==> config.mk <==
export PLATFORM = sky130hd
export DESIGN_NAME = ale_core_scheduler_flat
export DESIGN_NICKNAME = d
export VERILOG_FILES = /design/src/rtl/ale_core_scheduler_pkg.sv /design/src/rtl/ale_core_scheduler_if.sv /design/src/rtl/ale_core_scheduler_rr_arbiter.sv /design/src/rtl/ale_core_scheduler.sv /design/src/flat_wrapper.sv
export SDC_FILE = /design/constraint.sdc
export NUM_CORES = 2
export LEC_CHECK = 0
export ABC_AREA = 1
export CAP_MARGIN = 10
export CORE_AREA = 2 2 595 597
export CTS_CLUSTER_DIAMETER = 120
export CTS_CLUSTER_SIZE = 14
export DETAILED_ROUTE_END_ITERATION = 7
export DIE_AREA = 0 0 597 599
export MAX_ROUTING_LAYER = met4
export RECOVER_POWER = 100
export SYNTH_ARGS = -nofsm -noshare
export SYNTH_HDL_FRONTEND = slang
export SYNTH_HIERARCHICAL = 1
export SYNTH_SLANG_ARGS = --single-unit
==> constraint.sdc <==
create_clock -name Clk -period 8.8 [get_ports Clk]
set_clock_uncertainty 0.1 [all_clocks]
set_input_delay 1.76 -clock Clk [delete_from_list [all_inputs] [get_ports Clk]]
set_output_delay 1.76 -clock Clk [all_outputs]
set_load 0.01 [all_outputs]
==> src/rtl/ale_core_scheduler_pkg.sv <==
// Shared types for the AleMiner core scheduler: FSM states and the default nonce width.
package ale_sched_pkg;

    localparam int NONCE_W = 192;

    typedef logic [NONCE_W-1:0] nonce_t;

    typedef enum logic [1:0] {
        IDLE,
        DISPATCH,
        RUN,
        DRAIN
    } state_e;

endpackage

==> src/rtl/ale_core_scheduler_if.sv <==
// Result stream of the scheduler: one found nonce plus its core index, valid/ready handshake.
interface ale_core_scheduler_if #(
    parameter int NUM_CORES = 4,
    parameter int NONCE_W   = 192
);
    localparam int CORE_W = $clog2(NUM_CORES);

    logic               ResVld_O;
    logic               ResRdy_I;
    logic [NONCE_W-1:0] ResNonce_O;
    logic [CORE_W-1:0]  ResCore_O;

    modport master (output ResVld_O, ResNonce_O, ResCore_O, input ResRdy_I);
    modport slave  (input ResVld_O, ResNonce_O, ResCore_O, output ResRdy_I);

endinterface

==> src/rtl/ale_core_scheduler_rr_arbiter.sv <==
// Round-robin arbiter: grants the first request at or after the pointer; the pointer
// moves to grant+1 (mod NUM_CORES) whenever a grant is taken.
module ale_rr_arbiter #(
    parameter int NUM_CORES = 4
) (
    input  logic                         clk,
    input  logic                         rst_n,
    input  logic [NUM_CORES-1:0]         req_i,
    input  logic                         en_i,
    output logic                         gnt_vld_o,
    output logic [$clog2(NUM_CORES)-1:0] gnt_idx_o
);
    localparam int IDX_W = $clog2(NUM_CORES);

    logic [IDX_W-1:0] ptr_q;
    logic [IDX_W-1:0] ptr_d;
    logic [IDX_W-1:0] cand;
    int               pos;

    // NOTE: every output and temporary gets a default first, so no path leaves a latch.
    always_comb begin
        gnt_vld_o = 1'b0;
        gnt_idx_o = '0;
        cand      = '0;
        pos       = 0;
        for (int k = 0; k < NUM_CORES; k++) begin
            pos = int'(ptr_q) + k;
            if (pos >= NUM_CORES) pos = pos - NUM_CORES;
            cand = IDX_W'(pos);
            if (!gnt_vld_o && req_i[cand]) begin
                gnt_vld_o = 1'b1;
                gnt_idx_o = cand;
            end
        end
    end

    always_comb begin
        ptr_d = ptr_q;
        if (en_i && gnt_vld_o) begin
            ptr_d = (gnt_idx_o == IDX_W'(NUM_CORES - 1)) ? '0 : gnt_idx_o + IDX_W'(1);
        end
    end

    always_ff @(posedge clk or negedge rst_n) begin
        if (!rst_n) ptr_q <= '0;
        else        ptr_q <= ptr_d;
    end

endmodule

==> src/rtl/ale_core_scheduler.sv <==
// Job sequencer for a bank of AleMiner cores: partitioned dispatch, per-core 1-deep find
// slots merged round-robin into one result stream, hash aggregation and completion.
module ale_core_scheduler #(
    parameter int NUM_CORES    = 4,
    parameter int NONCE_W      = ale_sched_pkg::NONCE_W,
    parameter int PART_SHIFT   = 160,
    parameter bit STOP_ON_FIND = 1'b1
) (
    input  logic                              Clk,
    input  logic                              Rst_n,
    input  logic                              Start_I,
    input  logic                              Stop_I,
    input  logic [NONCE_W-1:0]                BaseNonce_I,
    output logic [NUM_CORES-1:0]              CoreLoad_O,
    output logic [NONCE_W-1:0]                CoreNonce_O,
    output logic                              CoreAbort_O,
    input  logic [NUM_CORES-1:0]              CoreFound_I,
    input  logic [NUM_CORES*NONCE_W-1:0]      CoreNonce_I,
    input  logic [NUM_CORES-1:0]              CoreDone_I,
    input  logic [NUM_CORES*32-1:0]           CoreHashCnt_I,
    ale_core_scheduler_if.master              res_if,
    output logic [32+$clog2(NUM_CORES)-1:0]   TotalHash_O,
    output logic                              Busy_O,
    output logic                              Done_O,
    output logic                              Lost_O
);
    import ale_sched_pkg::*;

    localparam int IDX_W  = $clog2(NUM_CORES);
    localparam int CNT_W  = IDX_W + 1;
    localparam int HASH_W = 32 + IDX_W;

    state_e               state_q;
    logic [CNT_W-1:0]     idx_q;
    logic [NONCE_W-1:0]   base_q;
    logic [NUM_CORES-1:0] load_q;
    logic [NONCE_W-1:0]   nonce_q;
    logic                 abort_q;
    logic                 done_q;
    logic                 busy_q;

    logic [NUM_CORES-1:0] pend_q;
    logic [NONCE_W-1:0]   slot_q [NUM_CORES];
    logic                 lost_q;

    logic                 res_vld_q;
    logic [NONCE_W-1:0]   res_nonce_q;
    logic [IDX_W-1:0]     res_core_q;

    logic [HASH_W-1:0]    hash_d;
    logic [HASH_W-1:0]    hash_q;

    logic                 gnt_vld;
    logic [IDX_W-1:0]     gnt_idx;
    logic                 out_free;
    logic                 grant_take;
    logic [NUM_CORES-1:0] take_vec;
    logic [NUM_CORES-1:0] capture;
    logic                 accept;
    logic                 quiet;
    logic [NONCE_W-1:0]   part_nonce;

    assign out_free   = !res_vld_q || res_if.ResRdy_I;
    assign grant_take = gnt_vld && out_free;
    assign take_vec   = grant_take ? (NUM_CORES'(1) << gnt_idx) : '0;
    assign accept     = res_vld_q && res_if.ResRdy_I;
    assign quiet      = !(|pend_q) && !res_vld_q;
    // Partition base wraps modulo 2^NONCE_W; the carry out of the MSB is dropped.
    assign part_nonce = base_q + (NONCE_W'(idx_q) << PART_SHIFT);
    assign capture    = (state_q == IDLE) ? '0 : (CoreFound_I & (~pend_q | take_vec));

    ale_rr_arbiter #(.NUM_CORES(NUM_CORES)) u_arb (
        .clk       (Clk),
        .rst_n     (Rst_n),
        .req_i     (pend_q),
        .en_i      (out_free),
        .gnt_vld_o (gnt_vld),
        .gnt_idx_o (gnt_idx)
    );

    // NOTE: sequential state uses non-blocking assignments only, so every flop samples
    // the pre-edge values regardless of statement order.
    always_ff @(posedge Clk or negedge Rst_n) begin
        if (!Rst_n) begin
            state_q <= IDLE;
            idx_q   <= '0;
            base_q  <= '0;
            load_q  <= '0;
            nonce_q <= '0;
            abort_q <= 1'b0;
            done_q  <= 1'b0;
            busy_q  <= 1'b0;
        end else begin
            load_q  <= '0;
            abort_q <= 1'b0;
            done_q  <= 1'b0;
            case (state_q)
                IDLE: begin
                    if (Start_I) begin
                        base_q  <= BaseNonce_I;
                        load_q  <= NUM_CORES'(1);
                        nonce_q <= BaseNonce_I;
                        idx_q   <= CNT_W'(1);
                        busy_q  <= 1'b1;
                        state_q <= DISPATCH;
                    end
                end
                DISPATCH: begin
                    if (Stop_I) begin
                        abort_q <= 1'b1;
                        state_q <= DRAIN;
                    end else if (idx_q == CNT_W'(NUM_CORES)) begin
                        state_q <= RUN;
                    end else begin
                        load_q  <= NUM_CORES'(1) << idx_q;
                        nonce_q <= part_nonce;
                        idx_q   <= idx_q + CNT_W'(1);
                    end
                end
                RUN: begin
                    if (Stop_I || (STOP_ON_FIND && accept)) begin
                        abort_q <= 1'b1;
                        state_q <= DRAIN;
                    end else if ((&CoreDone_I) && quiet) begin
                        done_q  <= 1'b1;
                        busy_q  <= 1'b0;
                        state_q <= IDLE;
                    end
                end
                DRAIN: begin
                    if (quiet) begin
                        done_q  <= 1'b1;
                        busy_q  <= 1'b0;
                        state_q <= IDLE;
                    end
                end
                default: state_q <= IDLE;
            endcase
        end
    end

    // A slot refills in the same cycle it is granted; a find into a still-full slot is lost.
    always_ff @(posedge Clk or negedge Rst_n) begin
        if (!Rst_n) begin
            pend_q <= '0;
            lost_q <= 1'b0;
        end else if (state_q == IDLE) begin
            if (Start_I) begin
                pend_q <= '0;
                lost_q <= 1'b0;
            end
        end else begin
            for (int i = 0; i < NUM_CORES; i++) begin
                if (capture[i])          pend_q[i] <= 1'b1;
                else if (take_vec[i])    pend_q[i] <= 1'b0;
                if (CoreFound_I[i] && !capture[i]) lost_q <= 1'b1;
            end
        end
    end

    // NOTE: slot payloads are qualified by pend_q, so they carry no reset.
    always_ff @(posedge Clk) begin
        for (int i = 0; i < NUM_CORES; i++) begin
            if (capture[i]) slot_q[i] <= CoreNonce_I[i*NONCE_W +: NONCE_W];
        end
    end

    always_ff @(posedge Clk or negedge Rst_n) begin
        if (!Rst_n) begin
            res_vld_q   <= 1'b0;
            res_nonce_q <= '0;
            res_core_q  <= '0;
        end else if (grant_take) begin
            res_vld_q   <= 1'b1;
            res_nonce_q <= slot_q[gnt_idx];
            res_core_q  <= gnt_idx;
        end else if (res_if.ResRdy_I) begin
            res_vld_q   <= 1'b0;
        end
    end

    always_comb begin
        hash_d = '0;
        for (int i = 0; i < NUM_CORES; i++) begin
            hash_d = hash_d + HASH_W'(CoreHashCnt_I[i*32 +: 32]);
        end
    end

    always_ff @(posedge Clk or negedge Rst_n) begin
        if (!Rst_n) hash_q <= '0;
        else        hash_q <= hash_d;
    end

    assign CoreLoad_O        = load_q;
    assign CoreNonce_O       = nonce_q;
    assign CoreAbort_O       = abort_q;
    assign Busy_O            = busy_q;
    assign Done_O            = done_q;
    assign Lost_O            = lost_q;
    assign TotalHash_O       = hash_q;
    assign res_if.ResVld_O   = res_vld_q;
    assign res_if.ResNonce_O = res_nonce_q;
    assign res_if.ResCore_O  = res_core_q;

endmodule

==> src/flat_wrapper.sv <==
// flat-port wrapper written by rule: the top's interface ports become plain ports
module ale_core_scheduler_flat import ale_sched_pkg::*;
#(
    parameter int NUM_CORES    = 4,
    parameter int NONCE_W      = ale_sched_pkg::NONCE_W,
    parameter int PART_SHIFT   = 160,
    parameter bit STOP_ON_FIND = 1'b1
)
  (Clk, Rst_n, Start_I, Stop_I, BaseNonce_I, CoreLoad_O, CoreNonce_O, CoreAbort_O, CoreFound_I, CoreNonce_I, CoreDone_I, CoreHashCnt_I, TotalHash_O, Busy_O, Done_O, Lost_O, res_if_ResVld_O, res_if_ResNonce_O, res_if_ResCore_O, res_if_ResRdy_I);
  ale_core_scheduler_if #(.NUM_CORES(NUM_CORES), .NONCE_W(NONCE_W)) res_if_i ();
  input  logic Clk;
  input  logic Rst_n;
  input  logic Start_I;
  input  logic Stop_I;
  input  logic [NONCE_W-1:0] BaseNonce_I;
  output logic [NUM_CORES-1:0] CoreLoad_O;
  output logic [NONCE_W-1:0] CoreNonce_O;
  output logic CoreAbort_O;
  input  logic [NUM_CORES-1:0] CoreFound_I;
  input  logic [NUM_CORES*NONCE_W-1:0] CoreNonce_I;
  input  logic [NUM_CORES-1:0] CoreDone_I;
  input  logic [NUM_CORES*32-1:0] CoreHashCnt_I;
  output logic [32+$clog2(NUM_CORES)-1:0] TotalHash_O;
  output logic Busy_O;
  output logic Done_O;
  output logic Lost_O;
  output wire logic [$bits(res_if_i.ResVld_O)-1:0] res_if_ResVld_O;
  output wire logic [$bits(res_if_i.ResNonce_O)-1:0] res_if_ResNonce_O;
  output wire logic [$bits(res_if_i.ResCore_O)-1:0] res_if_ResCore_O;
  input wire logic [$bits(res_if_i.ResRdy_I)-1:0] res_if_ResRdy_I;
  assign res_if_ResVld_O = res_if_i.ResVld_O;
  assign res_if_ResNonce_O = res_if_i.ResNonce_O;
  assign res_if_ResCore_O = res_if_i.ResCore_O;
  assign res_if_i.ResRdy_I = res_if_ResRdy_I;
  ale_core_scheduler #(.NUM_CORES(NUM_CORES), .NONCE_W(NONCE_W), .PART_SHIFT(PART_SHIFT), .STOP_ON_FIND(STOP_ON_FIND)) u_core (.Clk(Clk), .Rst_n(Rst_n), .Start_I(Start_I), .Stop_I(Stop_I), .BaseNonce_I(BaseNonce_I), .CoreLoad_O(CoreLoad_O), .CoreNonce_O(CoreNonce_O), .CoreAbort_O(CoreAbort_O), .CoreFound_I(CoreFound_I), .CoreNonce_I(CoreNonce_I), .CoreDone_I(CoreDone_I), .CoreHashCnt_I(CoreHashCnt_I), .res_if(res_if_i), .TotalHash_O(TotalHash_O), .Busy_O(Busy_O), .Done_O(Done_O), .Lost_O(Lost_O));
endmodule
Yosys cells after proc, flatten, opt, wreduce, memory -nomap -nowiden
Memories as Yosys holds them, arrays and structs flattened. A register that Yosys moved wholly into a read port is not among the register bits.
Cells that the tools add are included.
{"block": "word_totals", "register_bits": 440, "ramBits": 768, "in_bits": 1101, "output_inout_bits": 429, "mem_count": 1}
{"block": "op_classes", "n_addsub": 13, "magnitude_cmp": 8, "eq_ne": 13, "shifts": 2, "muxes": 80, "bitwise_logic": 3, "reduce_logical": 43}
{"name": "u_core.slot_q", "depth": 4, "word_bits": 192, "rd": 1, "rd_ports_with_merged_regs": 1, "wr": 4, "line": "ale_core_scheduler.sv:43", "source": "logic [NONCE_W-1:0] slot_q [NUM_CORES];"}
{"cell": "2-to-1 mux 192 bit", "count": 3}
{"cell": "case mux 192 bit (2 select lines)", "count": 1}
{"cell": "adder 192 x 163 -> 192 bit", "count": 1}
{"cell": "adder 34 x 32 -> 34 bit", "count": 2}
{"cell": "2-to-1 mux 1 bit", "count": 42}
{"cell": "adder 32 x 32 -> 33 bit", "count": 1}
{"cell": "2-to-1 mux 2 bit", "count": 15}
{"cell": "2-to-1 mux 4 bit", "count": 6}
{"cell": "nonzero test 3 bit", "count": 5}
{"cell": "less-than comparator 2 x 3 -> 1 bit, second input constant", "count": 4}
{"cell": "AND reduction 2 bit", "count": 6}
{"cell": "AND reduction 4 bit", "count": 3}
{"cell": "logical AND 1 bit", "count": 11}
{"cell": "logical NOT 1 bit", "count": 10}
{"cell": "greater-or-equal comparator 3 bit, second input constant", "count": 3}
{"cell": "2-to-1 mux 3 bit", "count": 3}
{"cell": "binary-select mux 1 bit (select 2 bit)", "count": 4}
{"cell": "!= test 2 bit, second input constant", "count": 4}
{"cell": "case mux 2 bit (4 select lines)", "count": 1}
{"cell": "case mux 4 bit (2 select lines)", "count": 1}
{"cell": "subtractor 2 x 1 -> 2 bit, second input constant", "count": 4}
{"cell": "adder 2 x 2 -> 3 bit, second input constant", "count": 2}
{"cell": "== test 2 bit, second input constant", "count": 3}
{"cell": "case mux 3 bit (2 select lines)", "count": 1}
{"cell": "other kinds (22)", "count": 26}

Logic depth before layout (Yosys ltp)
{"block": "logic_depth", "ltp_word": 26, "ltp_mapped": 19, "depth_no_buf": 18}

Cells and area by module
Netlist, hierarchy kept.
{"module": "ale_core_scheduler", "n_inst": 1, "cells_per_inst": 5034, "area_each_um2": 57516.4}
{"module": "ale_rr_arbiter", "n_inst": 1, "cells_per_inst": 68, "area_each_um2": 380.4}

Least setup slack after synthesis
OpenSTA, ideal clock, no wires.
{"block": "synth_path", "path_type": "in2reg", "start": "in res_if_ResRdy_I", "end": "mem u_core.slot_q[1][0] (enable)", "setup_time_ps": 544, "arrival_ps": 6060, "required_time_ps": 8156, "path_slack_ps": 2096, "cell_stages": 7, "cell_sequence": "inv_1 nand2_2 nand2_1 buf_2 o21ai_0 nand2_1 inv_1"}
{"item": "start, declared", "line": "flat_wrapper.sv:30", "source": "input wire logic [$bits(res_if_i.ResRdy_I)-1:0] res_if_ResRdy_I;"}
{"item": "end, declared", "line": "ale_core_scheduler.sv:43"}

==> run metrics <==
Min Hold Slack 0.376 ns; Clock Path Buffers 4; routed metal-1 wirelength 125000 um; fraction of layout cells with a size suffix above 1 5.53%; antenna-violating nets left 0; final net count 7755; Combinational Power Share 51.8%; FFs w/ async S/R, synth 45.1%; Post-Synth XOR/XNOR Area 0.272%; CP max FO 46; switching share of power 48.3%; WP data required 9.09 ns; synth unique cells 41; CTS Hold Buffers Added 0; HP Class reg2reg; Chip Height 599 um; Syn Std Cell Area 0.0579 sq mm; Final Max Slew Viols 1013; DP Area 0.0784 sq mm; Layout Utilization 23.4%; vias in the first global route 44343; Seq pwr share 32.7%; Routed WL per cell 27.9 um; Initial DRC Count 4473; main combinational cell family by area after synthesis simple AND/OR/NAND/NOR gates; Synth Area in Compound Gates 8.80%; post-cts sizing count 0; Setup TNS 0 ns; cts bufs inserted 124; Met3 Routed Length 24200 um; H-tree depth 3; TritonCTS clock tree yes; via-per-instance ratio 4.02; final setup fails 0; mux share of post-synthesis cell area 3.15%; gr ovfl total 0; hpwl dp 251000 um; Die W 597 um; Syn-to-layout area delta 42.2%; failing checks capacitance limit, slew limit; final instance area 0.0823 sq mm; post-route worst setup slack 2.25 ns; first-pass GRT wire length 414000 um; drc violations 0; RSZ-0062 raised after global routing no; initial antenna violation count 237; initial core utilization 16.5%; Setup WS pre-CTS 3.13 ns; flops & latches, synth 1400; clk_lat worst skew 0.96 ns; Num Clock Sinks 1400; pin count of the biggest net entering global routing 221; Core ar. 0.351 sq mm; Final Hold Fails 0; WL final 319000 um; Synth Area in Simple Gates 12.7%; clock network power share 15.5%; most frequent cells in the layout dlygate4sd3_1, nand2_1, nor2_1; CP startpoint kind input port; Achievable Freq 153 MHz; relative slew slack -125%; met2 WL 156000 um; P_leak 31.2 nW; most common cell after layout, fill and taps aside dlygate4sd3_1; IO Pins 1530; Slew @ Worst Pin 3.38 ns; Syn Area/Cell 11.3 sq um; critical path class in2reg; status finished, violations left; Pre-Repair DR Iteration Count 5; Synth Flop Type edfxtp_1; sequential fraction of the synthesis area 67.1%; Syn Nets 6314; crit path DAT 6.84 ns; Rows 218; top sig layer met4; Max Cap Violations 19; number of flops mapped to enable cells by yosys 768; CTS root buf clkbuf_16; Internal 0.0180 W; Tcrit/Tclk final 74.4%; CP endpoint kind flip-flop; GRT Overall Usage 17.6%; switching power 0.0168 W; Max VDD drop 0.505 mV; Final min period 6.55 ns; yosys warns 6; Die Outline Area 0.358 sq mm; Power Density 422 mW/mm^2; Post-Synth Adder-Cell Area 3.24%; CTS clock-pin slew for the worst setup and hold paths 0.07 ns; vias 45888; input/output buffers 1529; Gate Count Post-Synth 5102; GP Congestion 0.934; Filler cells 37510; Post-CTS Setup Repair Bufs 0
## synthesized netlist by cell type, types with 5 or more instances
cell | instances | area [sq um]
clkbuf_1 | 105 | 394
nand3_1 | 72 | 360
buf_1 | 16 | 60.1
edfxtp_1 | 768 | 23100
nor2_1 | 849 | 3190
and2_1 | 5 | 31.3
o21ai_0 | 243 | 1220
a31oi_1 | 251 | 1570
nand3b_1 | 13 | 97.6
fa_1 | 65 | 1300
xor2_1 | 16 | 140
inv_2 | 7 | 26.3
nor3_1 | 8 | 40.0
buf_6 | 9 | 101
a221oi_1 | 103 | 902
nand4_1 | 15 | 93.8
buf_2 | 121 | 606
a21oi_1 | 251 | 1260
dfrtp_1 | 632 | 15800
o21ai_1 | 7 | 35.0
mux2_2 | 162 | 1820
ha_1 | 46 | 576
nand2_2 | 9 | 56.3
nand2_1 | 915 | 3430
buf_4 | 9 | 67.6
inv_1 | 380 | 1430
## flip-flops by register name, indices dropped and copies added (netlist names)
register	count
u_core/Done_O	1
u_core/pend_q	4
u_core/CoreAbort_O	1
u_core/Lost_O	1
u_core/base_q	192
u_core/res_if.ResVld_O	1
u_core/u_arb/ptr_q	2
u_core/TotalHash_O	34
u_core/Busy_O	1
u_core/slot_q	768
u_core/state_q	2
u_core/idx_q	3
u_core/res_if.ResCore_O	2
u_core/res_if.ResNonce_O	192
u_core/CoreNonce_O	192
u_core/CoreLoad_O	4
## power by group through the flow
stage	clock, W	sequential [W]	combinational [W]
CTS	0.00557	0.0113	0.0189
finish	0.00540	0.0113	0.0180
floorplan	0	0.0116	0.00882
global route	0.00577	0.0116	0.0194
detailed placement	0	0.0115	0.0188
global placement	0	0.0114	0.0188
## logic make-up after synthesis
group,after synthesis
AND/OR/NAND/NOR,1893
multiplexers,162
flip-flops,1400
XOR/XNOR,18
buffers and inverters,648
adder cells (fa/ha/maj),111
AO/OA/AOI/OAI,870
## critical path: stages
cell and delay (ns):
dlygate4sd3_1 0.82, inv_1 0.08, nand2_1 0.23, nand2_1 0.58
buf_4 0.53, o21ai_0 0.25, nand2_1 0.19, inv_8 0.35
clkbuf_1 1.91
## layout make-up
cell class	instances	area [sq um]	share of cell area [%]
Sequential cell	1400	38900	47.2
Timing Repair Buffer	1576	15700	19.1
Multi-Input combinational cell	3054	16300	19.8
Antenna cell	162	405	0.492
Clock inverter	19	294	0.357
Clock buffer	187	3390	4.12
Inverter	387	1520	1.84
Tap cell	4620	5780	7.02
## routing by layer
metal	vias to the layer above	track usage [%]
met4	0	6.70
met3	489	4.29
met1	22663	20.4
met5	-	-
met2	2297	29.4
li1	20439	-
## path summary, 6_finish.rpt
path | startpoint | end | slack (ns) | cells after the start
setup / recovery | res_if_ResRdy_I | u_core/slot_q[1][1] | 2.25 | 9
hold / removal | u_core/CoreNonce_O[174] | u_core/CoreNonce_O[174] | 0.38 | 2
setup reg to reg | u_core/state_q[1] | u_core/CoreNonce_O[171] | 2.35 | 8
hold reg to reg | u_core/CoreNonce_O[174] | u_core/CoreNonce_O[174] | 0.38 | 2
max in group asynchronous | Rst_n | u_core/Done_O | 2.49 | 3
min in group asynchronous | Rst_n | u_core/res_if.ResNonce_O[36] | 1.88 | 1
## metrics by stage
| stage | total power, W | std cells |
|---|---|---|
| 2_1_floorplan | 0.0204 | 5102 |
| 3_3_place_gp | 0.0302 | 11037 |
| 3_5_place_dp | 0.0303 | 11037 |
| 4_1_cts | 0.0358 | 11243 |
| 5_1_grt | 0.0368 | 11385 |
| 6_report | 0.0347 | 11405 |
Note: power is estimated with default switching activity, not from simulation.
